<file path="src/rtl/demux4_pkg.sv">
// Shared types for the four-way stream demultiplexer.
package demux4_pkg;

  localparam int unsigned NCH = 4;

  typedef logic [1:0] chan_t;

  typedef enum logic {
    MODE_SEL = 1'b0,
    MODE_RR  = 1'b1
  } mode_e;

endpackage

</file>
<file path="src/rtl/demux4_slot.sv">
// Single-entry output buffer: one valid bit plus one data word per channel.
module demux4_slot #(
  parameter int WIDTH = 4
) (
  input  logic             clk,
  input  logic             rst,
  input  logic             load,
  input  logic [WIDTH-1:0] ld_data,
  input  logic             out_ready,
  output logic             out_valid,
  output logic [WIDTH-1:0] out_data
);

  logic             valid_q, valid_d;
  logic [WIDTH-1:0] data_q, data_d;

  // A load in the same cycle as a drain keeps the slot full, so no bubble.
  always_comb begin
    valid_d = load | (valid_q & ~out_ready);
    data_d  = load ? ld_data : data_q;
  end

  always_ff @(posedge clk or posedge rst) begin
    if (rst) begin
      valid_q <= 1'b0;
      data_q  <= '0;
    end else begin
      valid_q <= valid_d;
      data_q  <= data_d;
    end
  end

  assign out_valid = valid_q;
  assign out_data  = data_q;

endmodule

</file>
<file path="src/rtl/demux4_stream.sv">
// Steers an input stream to one of four buffered output channels, by explicit select or round-robin.
module demux4_stream
  import demux4_pkg::*;
#(
  parameter int WIDTH = 4
) (
  input  logic             clk,
  input  logic             rst,
  input  logic             mode,
  input  logic             in_valid,
  output logic             in_ready,
  input  logic [1:0]       in_sel,
  input  logic [WIDTH-1:0] in_data,
  output logic [3:0]       out_valid,
  input  logic [3:0]       out_ready,
  output logic [WIDTH-1:0] out_data0,
  output logic [WIDTH-1:0] out_data1,
  output logic [WIDTH-1:0] out_data2,
  output logic [WIDTH-1:0] out_data3,
  output logic [1:0]       rr_ptr,
  output logic [7:0]       accept_cnt
);

  chan_t            rr_ptr_q, rr_ptr_d;
  logic [7:0]       accept_cnt_q, accept_cnt_d;
  chan_t            target;
  logic             accept;
  logic             rr_mode;
  logic [NCH-1:0]   load;
  logic [WIDTH-1:0] slot_data [NCH];

  // Readiness is a pure function of the target slot, never of in_valid.
  always_comb begin
    rr_mode  = (mode_e'(mode) == MODE_RR);
    target   = rr_mode ? rr_ptr_q : chan_t'(in_sel);
    in_ready = ~out_valid[target] | out_ready[target];
    accept   = in_valid & in_ready;
    load     = '0;
    load[target] = accept;
  end

  always_comb begin
    rr_ptr_d     = rr_ptr_q;
    accept_cnt_d = accept_cnt_q;
    if (accept) begin
      accept_cnt_d = accept_cnt_q + 8'd1;
      if (rr_mode) rr_ptr_d = rr_ptr_q + 2'd1;
    end
  end

  always_ff @(posedge clk or posedge rst) begin
    if (rst) begin
      rr_ptr_q     <= '0;
      accept_cnt_q <= '0;
    end else begin
      rr_ptr_q     <= rr_ptr_d;
      accept_cnt_q <= accept_cnt_d;
    end
  end

  for (genvar n = 0; n < NCH; n++) begin : g_slot
    demux4_slot #(.WIDTH(WIDTH)) u_slot (
      .clk       (clk),
      .rst       (rst),
      .load      (load[n]),
      .ld_data   (in_data),
      .out_ready (out_ready[n]),
      .out_valid (out_valid[n]),
      .out_data  (slot_data[n])
    );
  end

  assign out_data0  = slot_data[0];
  assign out_data1  = slot_data[1];
  assign out_data2  = slot_data[2];
  assign out_data3  = slot_data[3];
  assign rr_ptr     = rr_ptr_q;
  assign accept_cnt = accept_cnt_q;

endmodule

</file>
<file path="config.mk">
export PLATFORM = sky130hd
export DESIGN_NAME = demux4_stream
export DESIGN_NICKNAME = d
export VERILOG_FILES = /design/src/rtl/demux4_pkg.sv /design/src/rtl/demux4_slot.sv /design/src/rtl/demux4_stream.sv
export SDC_FILE = /design/constraint.sdc
export NUM_CORES = 1
export LEC_CHECK = 0
export CAP_MARGIN = 20
export CORE_MARGIN = 2
export CORE_UTILIZATION = 40
export DETAILED_ROUTE_END_ITERATION = 16
export MAX_ROUTING_LAYER = met4
export PLACE_DENSITY = 0.86
export SYNTH_ARGS = -nofsm -noshare
export SYNTH_HDL_FRONTEND = slang
export SYNTH_SLANG_ARGS = --single-unit
export TNS_END_PERCENT = 10
</file>
<file path="constraint.sdc">
create_clock -name clk -period 1.5 [get_ports clk]
set_input_delay 0.3 -clock clk [delete_from_list [all_inputs] [get_ports clk]]
set_output_delay 0.3 -clock clk [all_outputs]
set_load 0.02 [all_outputs]
</file>
# Yosys cells after proc, flatten, opt, wreduce, memory -nomap -nowiden
# Index checks and enable logic that the tools add are counted.
dict set report word_totals {
  register_bits 30
  wordCells 39
}
dict set report op_classes {
  bitwise 16
  addsub 2
  magnitude_cmp 2
  muxes 7
  reduce_logical 2
}
# operator n
set ops {}
lappend ops {{$add 8x1->8 const B} 1}
lappend ops {{$and 1x1->1} 5}
lappend ops {{$not 1->1} 5}
lappend ops {{$or 1x1->1} 5}
lappend ops {{$and 4x4->4} 1}
lappend ops {{$bmux 1 s2} 2}
lappend ops {{$lt 2x3->1 const B} 1}
lappend ops {{$mux 1} 3}
lappend ops {{$add 2x1->2 const B} 1}
lappend ops {{$demux 1 s2} 1}
lappend ops {{$ge 2x1->1 const B} 1}
lappend ops {{$mux 2} 1}
lappend ops {{$reduce_and 2->1} 1}
lappend ops {{$logic_and 1x1->1} 1}

# Depth between registers and ports, before layout
# Gate-level depths: netlist of run 1.
dict set report logic_depth {
  word_depth 8
  ltp_mapped 5
}

# Hierarchy
# From an unflattened synthesis of run 1, not the netlist that was laid out.
dict set report unflattened {
  hier_cells 109
  area_unflattened_um2 1375.1
}
# mod n_inst area_per_inst_um2 cells_per_inst seq_area_each_um2
set modules_own_cells {}
lappend modules_own_cells {demux4_slot 4 186.4 12 125.1}
lappend modules_own_cells {demux4_stream 1 629.4 61 250.2}

# Worst setup path before layout of run 1
# Ideal clock, no wire load.
dict set report synth_path {
  path_type {reg2reg}
  from {register rr_ptr_q[1], in the netlist rr_ptr[1]}
  to {register accept_cnt_q[1], in the netlist accept_cnt[1]}
  synth_period_minus_slack_ns 1.697
  t_arrival_ns 1.573
  setup_time_ns 0.125
  n_path_buf 0
  stages_incl_launch_ff 5
  path_slack_ns -0.197
  path_cell_list {dfrtp_1 mux2i_2 mux2i_1 o22ai_4 mux2_2}
}
dict set report synth_via {
  elab_chain_len 6
  elab_cells_between_ends 8
}
# element line_no
set synth_rtl {}
lappend synth_rtl {{from (decl)} demux4_stream.sv:24} ;# chan_t rr_ptr_q, rr_ptr_d;
lappend synth_rtl {{from (signal assigned)} demux4_stream.sv:56} ;# rr_ptr_q <= rr_ptr_d;
lappend synth_rtl {{$mux 2 (*)} demux4_stream.sv:35} ;# target = rr_mode ? rr_ptr_q : chan_t'(in_sel);
lappend synth_rtl {{$bmux 1 s2} demux4_stream.sv:36} ;# in_ready = ~out_valid[target] | out_ready[target];
lappend synth_rtl {{$mux 1 (not written as such)} demux4_stream.sv:36}
lappend synth_rtl {{$not 1->1} demux4_stream.sv:36}
lappend synth_rtl {{$or 1x1->1 (*)} demux4_stream.sv:36}
lappend synth_rtl {{$and 1x1->1 (*)} demux4_stream.sv:37} ;# accept = in_valid & in_ready;
lappend synth_rtl {{to (signal assigned)} demux4_stream.sv:57} ;# accept_cnt_q <= accept_cnt_d;
lappend synth_rtl {{to (decl)} demux4_stream.sv:25} ;# logic [7:0] accept_cnt_q, accept_cnt_d;
# Every way passes the cells marked *; elsewhere a longest branch is shown, timed or not. The select of a mux whose other input is x is not followed.
# A chain may end at the register's enable or synchronous reset.

# Worst setup path in the final report of run 1
dict set report layout_path {
  from {register rr_ptr_q[1], in the netlist rr_ptr[1]}
  to {output port in_ready}
}
dict set report layout_via {
  elab_chain_len 5
  elab_cells_between_ends 7
}
# element line_no
set layout_rtl {}
lappend layout_rtl {{$mux 2 (*)} demux4_stream.sv:35}
lappend layout_rtl {{$bmux 1 s2} demux4_stream.sv:36}
lappend layout_rtl {{$mux 1 (not written as such)} demux4_stream.sv:36}
lappend layout_rtl {{$not 1->1} demux4_stream.sv:36}
lappend layout_rtl {{$or 1x1->1 (*)} demux4_stream.sv:36}
lappend layout_rtl {{to (decl)} demux4_stream.sv:11} ;# output logic in_ready,
# Marks and branches as above.

==> results.json, run 1 <==
{
  "final_max_slew_viol_count": 0,
  "yosys_warnings": 0,
  "dieArea_um2": 3710,
  "yosys.area.top_type": "dfrtp_1",
  "place_congestion": 0.830,
  "post_dp_cell_area_um2": 1900,
  "cts_buffers": 5,
  "fill_cells": 250,
  "routed_wl_um": 3030,
  "clkSlewWorstSetupHoldPaths_ns": 0.09,
  "chipHeight_um": 60.9,
  "ant_nets": 0,
  "ios": 45,
  "cts_tree": "yes",
  "die_x_um": 60.9,
  "cp.buffers_inverters": 1,
  "rsz0062_at_grt": "true",
  "worst_pin_slew_ns": 0.367,
  "p_leak_nw": 0.919,
  "first_pass_iters": 4,
  "netlist_area_um2": 1300,
  "grt_max_degree": 31,
  "core-area_um2": 3080,
  "crit_slowest_cell": "dfrtp_2",
  "pre_cts_ws_ns": -0.864,
  "via_per_inst": 4.91,
  "netlist_instances": 96,
  "dr_total_vias": 997,
  "stdcell_area_um2": 1950,
  "p_int_mw": 2.28,
  "dr_wl_met2_um": 1540,
  "swShare": 0.403,
  "met1_length_um": 1260,
  "insertion_delay_ns": 0.32,
  "wire_per_inst_um": 14.9,
  "antenna_found_initial": 0,
  "fmax_mhz": 562,
  "synth.top_cell.area_share": 0.579,
  "cp.required_ns": 1.20,
  "ir_drop_uv": 1020,
  "clock_skew_ns": 0.00625,
  "first_global_vias": 1034,
  "min_period_over_period": 1.19,
  "grt_pass1_wl_um": 4800,
  "yosysUniqueCellTypes": 21,
  "power.switching_mw": 1.54,
  "timing.final.crit_period_ns": 1.78,
  "seq_power_share": 0.373,
  "clock_sinks": 30,
  "antenna_cells": 0,
  "layout_setup_ws_ns": -0.279,
  "end_kind": "output pin",
  "drc": 0,
  "maxUsedRoutingLayer": "met4",
  "syn_avg_cell_area_um2": 13.5,
  "crit_fanout": 3,
  "total_power_mw": 3.81,
  "path_cells": "mux2i_4 -> mux2i_2 -> mux2i_1 -> buf_2",
  "grt-ovfl-total": 0,
  "syn-num-nets": 111,
  "seq_area_um2": 753,
  "final_nets": 174,
  "finalHoldViolations": 0,
  "multiInputGateArea_um2": 588,
  "row_count": 20,
  "holdWs_ns": 0.341,
  "wl_met3_um": 199,
  "status": "finished, violations left",
  "critical_path_class": "register to output pin",
  "postCtsHoldBufs": 0,
  "drtIter0Drc": 40,
  "slew_headroom": 0.755,
  "p_per_area_nw_per_um2": 1950,
  "port_buffers": 44,
  "place_hpwl_um": 2280,
  "layout_commonest_cell": "dlygate4sd2_1",
  "start_util": 0.421,
  "synthToLayoutAreaGrowth_pct": 50.8,
  "worstSetupStartpointType": "register",
  "layout_common_cells": "dlygate4sd2_1 (29), dfrtp_1 (28), mux2_2 (16)",
  "crit_family": "multiplexers",
  "max_cap_viol_count": 0,
  "final-setup-viol-count": 20,
  "min-delay-path-class": "input port to asynchronous set/reset pin",
  "clk_path_buf_depth": 2,
  "seq_area_frac_synth": 0.579,
  "combPwrFrac": 0.517,
  "clock-root-buffer": "clkbuf_4",
  "drive_gt1_frac": 0.346,
  "setup_tns_ns": -1.15,
  "htree_levels": 2,
  "critPathMaxStageDelay_ns": 0.43,
  "failed_checks": "setup timing",
  "synth-seq-cells": 30,
  "cp.arrival_ns": 1.48,
  "synth_area_leaders": "dfrtp_1 (58%), mux2_2 (15%), xnor2_1 (4.7%), mux2i_1 (3.1%), nand2b_1 (2.4%)",
  "p_clk_frac": 0.110,
  "groute.usage.overall": 0.191
}
==> synth_stat cells (all sizes together) <==
cell	instances
mux2	17
nand4	3
buf	4
o22ai	1
nor2b	1
and3	2
nand4b	1
nand2	8
and4	1
nand3b	1
dfrtp	30
inv	1
nand3	4
xnor2	7
xor2	2
nand2b	5
and2	1
nor3	1
ha	1
mux2i	5
==> metal layers <==
metal / track usage / vias to the layer above
li1: - / 462
met4: 0.0745 / 0
met3: 0.0448 / 5
met1: 0.219 / 491
met2: 0.321 / 39
met5: - / -
==> worst register-to-register path: cells and delay by family, from the launching register on <==
family	cells	cell delay, ns
multiplexers	2	0.32
XOR/XNOR	1	0.21
AND/OR/NAND/NOR	1	0.17
AO/OA/AOI/OAI	1	0.25
flip-flops	1	0.43
buffers and inverters	1	0.17
==> cell type report <==
type                    instances  share of cell area
clock buffers                   7              0.0230
inverters                       1             0.00192
multi-input cells              62               0.301
flip-flops and latches         30               0.385
well taps                      44              0.0282
repair buffers                 59               0.261
==> cell families after synthesis <==
| kind of cell | synth area share |
|---|---|
| and+or+nand+nor | 0.120 |
| DFF | 0.579 |
| AOI/OAI and AO/OA | 0.0154 |
| buffers and inverters | 0.0261 |
| xor gates and xnor gates | 0.0608 |
| muxes | 0.189 |
| adders and majority gates | 0.00965 |
==> final timing paths <==
path	endpoint	slack, ns	depth (start not counted)	startpoint
max	in_ready	-0.28	4	rr_ptr[1]
min	accept_cnt[3]	0.34	3	rst
max reg2reg	accept_cnt[3]	-0.13	6	rr_ptr[1]
min reg2reg	accept_cnt[7]	0.48	1	accept_cnt[7]
max in group asynchronous	rr_ptr[1]	0.87	3	rst
min in group clk	accept_cnt[7]	0.48	1	accept_cnt[7]
==> registers in the layout (all words and copies together) (netlist names) <==
signal	cells
g_slot.u_slot.out_valid	4
rr_ptr	2
accept_cnt	8
g_slot.u_slot.out_data	16
==> power by group through the flow <==
stage	Combinational [mW]	Clock, mW	Sequential (mW)
after floorplan	0.686	0	1.84
after global placement	2.10	0	1.42
after detailed placement	2.15	0	1.44
after CTS	1.98	0.436	1.42
after global routing	2.09	0.480	1.47
final	1.97	0.421	1.42
==> through the flow <==
step	utilization	std cells
global placement	0.616	195
global route	0.635	203
detailed placement	0.616	195
finish	0.635	203
floorplan	-	96
CTS	0.632	203
==> timing repair <==
| action | 4_1_cts | 5_1_grt |
|---|---|---|
| setup endpoints to repair | 60 | 28 |
| resized for setup | 46 | 7 |
| setup buffers | 1 | 0 |
| cloned | 1 | 0 |
| pin swaps | 8 | 7 |
| hold endpoints to repair | 0 | 0 |
Power figures use the tool's default switching activity.
==> run 2: changes to the inputs <==
--- a/config.mk
+++ b/config.mk
@@ -5,12 +5,13 @@
 export SDC_FILE = /design/constraint.sdc
 export NUM_CORES = 1
 export LEC_CHECK = 0
+export ABC_AREA = 1
 export CAP_MARGIN = 20
 export CORE_MARGIN = 2
 export CORE_UTILIZATION = 40
 export DETAILED_ROUTE_END_ITERATION = 16
 export MAX_ROUTING_LAYER = met4
-export PLACE_DENSITY = 0.86
+export PLACE_DENSITY = 0.83
 export SYNTH_ARGS = -nofsm -noshare
 export SYNTH_HDL_FRONTEND = slang
 export SYNTH_SLANG_ARGS = --single-unit
==> run 2 against run 1 <==
- the flow still finishes with violations (setup timing)
- via count rose by 43%
- first-iteration DRC count rose by 68%
- largest power group unchanged
- worst hold slack improved by 0.022 ns
- critical path depth rose by 5
==> results.json, run 2 <==
{
  "status": "finished, violations left",
  "failed_checks": "setup timing",
  "synthXorXnorAreaFrac": 0.0397,
  "synth_flop_cell": "dfrtp_1",
  "crit_start": "rr_ptr[0]",
  "place_congestion": 0.803,
  "clkSlewWorstSetupHoldPaths_ns": 0.06,
  "cts_buffers": 5,
  "layout_commonest_cell": "nand2_1",
  "place_hpwl_um": 2640,
  "r2r-start": "rr_ptr[0]",
  "seq_power_share": 0.338,
  "syn-num-nets": 196,
  "yosys_warnings": 0,
  "largest_register_ffs": 16,
  "end_kind": "output pin",
  "timing.final.crit_period_ns": 1.68,
  "yosys.area.top_type": "dfrtp_1",
  "synthToLayoutAreaGrowth_pct": 47.6,
  "clock_skew_ns": 0.00370,
  "seq_area_frac_synth": 0.486,
  "synth.top_cell.area_share": 0.486,
  "fmax_mhz": 597,
  "p_int_mw": 2.40,
  "synth_top_family_by_area": "simple AND/OR/NAND/NOR gates",
  "row_count": 22,
  "netlist_instances": 181,
  "power.switching_mw": 1.75,
  "start_util": 0.419,
  "crit_fanout": 6,
  "clock-root-buffer": "clkbuf_8",
  "r2r_end": "g_slot[0].u_slot.out_data[3]",
  "critical_path_class": "register to output pin",
  "chipHeight_um": 66.1,
  "core-area_um2": 3690,
  "drc": 0,
  "stdcell_area_um2": 2280,
  "synth_area_leaders": "dfrtp_1 (49%), nand2_1 (17%), nand4_1 (7.7%), nand3_4 (4.5%), nand3_1 (3.6%)",
  "cts_tree": "yes",
  "final_nets": 259,
  "first_pass_iters": 4,
  "final-setup-viol-count": 18,
  "wire_per_inst_um": 13.1,
  "drtIter0Drc": 67,
  "setup_tns_ns": -0.321,
  "clock_sinks": 30,
  "cp-endpoint": "in_ready",
  "synth_compound_area_frac": 0.0259,
  "netlist_area_um2": 1540,
  "insertion_delay_ns": 0.28,
  "synth_edf_count": 0,
  "synthTopCellsByCount": "nand2_1 (70), dfrtp_1 (30), nand4_1 (19)",
  "synth-seq-cells": 30,
  "via_per_inst": 4.87,
  "dieArea_um2": 4370,
  "worst_pin_slew_ns": 0.314,
  "htree_levels": 2,
  "groute.usage.overall": 0.202,
  "ir_drop_uv": 1120,
  "layout_setup_ws_ns": -0.176,
  "p_per_area_nw_per_um2": 1820,
  "swShare": 0.422,
  "slew_headroom": 0.790,
  "final_max_slew_viol_count": 0,
  "post_dp_cell_area_um2": 2130,
  "drive_gt1_frac": 0.241,
  "die_x_um": 66.1,
  "min-delay-path-class": "input port to asynchronous set/reset pin",
  "postCtsHoldBufs": 0,
  "r2r_slack_ns": -0.02,
  "finalHoldViolations": 0,
  "layout_common_cells": "nand2_1 (58), dlygate4sd2_1 (30), dfrtp_1 (28)",
  "dr_total_vias": 1428,
  "clk_path_buf_depth": 2,
  "yosysMostFrequentCell": "nand2_1",
  "synthAdderAreaFrac": 0.00810,
  "combPwrFrac": 0.505,
  "worstRegToRegCells": 11,
  "rsz0062_at_grt": "true",
  "p_leak_nw": 1.20,
  "port_buffers": 44,
  "synthMuxAreaShare": 0,
  "min_period_over_period": 1.12,
  "antenna_cells": 0,
  "max_cap_viol_count": 0,
  "cp.arrival_ns": 1.38,
  "syn_avg_cell_area_um2": 8.53,
  "p_clk_frac": 0.157,
  "routed_wl_um": 3840,
  "grt_pass1_wl_um": 6370,
  "ant_nets": 0,
  "final_util": 0.618,
  "cp.required_ns": 1.20,
  "worstSetupStartpointType": "register",
  "antenna_found_initial": 0,
  "ios": 45,
  "grt-ovfl-total": 0,
  "first_global_vias": 1381,
  "yosys.area_share.simple": 0.358,
  "synthArstFlopShare": 1.00,
  "holdWs_ns": 0.363,
  "yosysUniqueCellTypes": 19,
  "grt_max_degree": 31
}
==> run 2: critical path: stages, from the launching register on <==
cell	delay, ns
dfrtp_2	0.43
nand2_4	0.09
nand2_4	0.08
nand2_2	0.07
nand2_2	0.05
nand2_2	0.06
nand2_2	0.06
inv_2	0.06
nand2_4	0.06
buf_6	0.13
==> run 2: what timing repair did <==
action                                  4_1_cts  5_1_grt
buffers inserted                              1        1
endpoints found under the setup margin       61       31
pin swaps                                     6        6
gates resized for setup                      53       18
==> run 2: routing by layer <==
layer	wire length, um	up-vias	global-route usage	part of all wire
li1	-	715	-	-
met2	1890	36	0.311	0.49
met3	190	6	0.0477	0.049
met1	1690	671	0.255	0.44
met4	70	0	0.0867	0.018
met5	0	-	-	0
==> run 2: power by group through the flow <==
stage	combinational [mW]	clock [mW]	sequential, mW
final	2.09	0.653	1.40
after global routing	2.28	0.693	1.45
after CTS	2.03	0.664	1.40
after detailed placement	2.20	0	1.41
after global placement	2.15	0	1.41
after floorplan	0.806	0	1.79
==> run 2: how the worst min path moves through the flow <==
stage	cells past startpoint	slack [ns]	start	end
after CTS	3	0.37	rst	accept_cnt[4]
final	3	0.36	rst	accept_cnt[6]
after floorplan	1	0.39	rst	accept_cnt[0]
after detailed placement	2	0.46	g_slot[1].u_slot.out_data[0]	g_slot[1].u_slot.out_data[0]
after global routing	3	0.40	rst	accept_cnt[4]
after global placement	2	0.46	g_slot[1].u_slot.out_data[0]	g_slot[1].u_slot.out_data[0]
==> run 2: logic make-up after synthesis <==
kind of cell,count (synthesis)
buf+inv,23
flops,30
xor+xnor,7
compound gates,8
simple gates,112
fa+ha+maj,1
==> run 2: cell type report <==
cell class,count,area (um2)
clock buffers,7,86.3
clock inverters,1,5.00
fillers,329,1410
inverters,13,48.8
multi-input cells,128,737
flip-flops and latches,30,753
well taps,48,60.1
repair buffers,66,588
==> run 2: stage by stage <==
stage	total power, mW	worst slack [ns]	cells
after detailed placement	3.61	-0.894	283
after floorplan	2.60	0.00538	181
after CTS	4.10	-0.174	292
final	4.15	-0.176	293
after global routing	4.42	-0.232	293
after global placement	3.57	-0.836	283
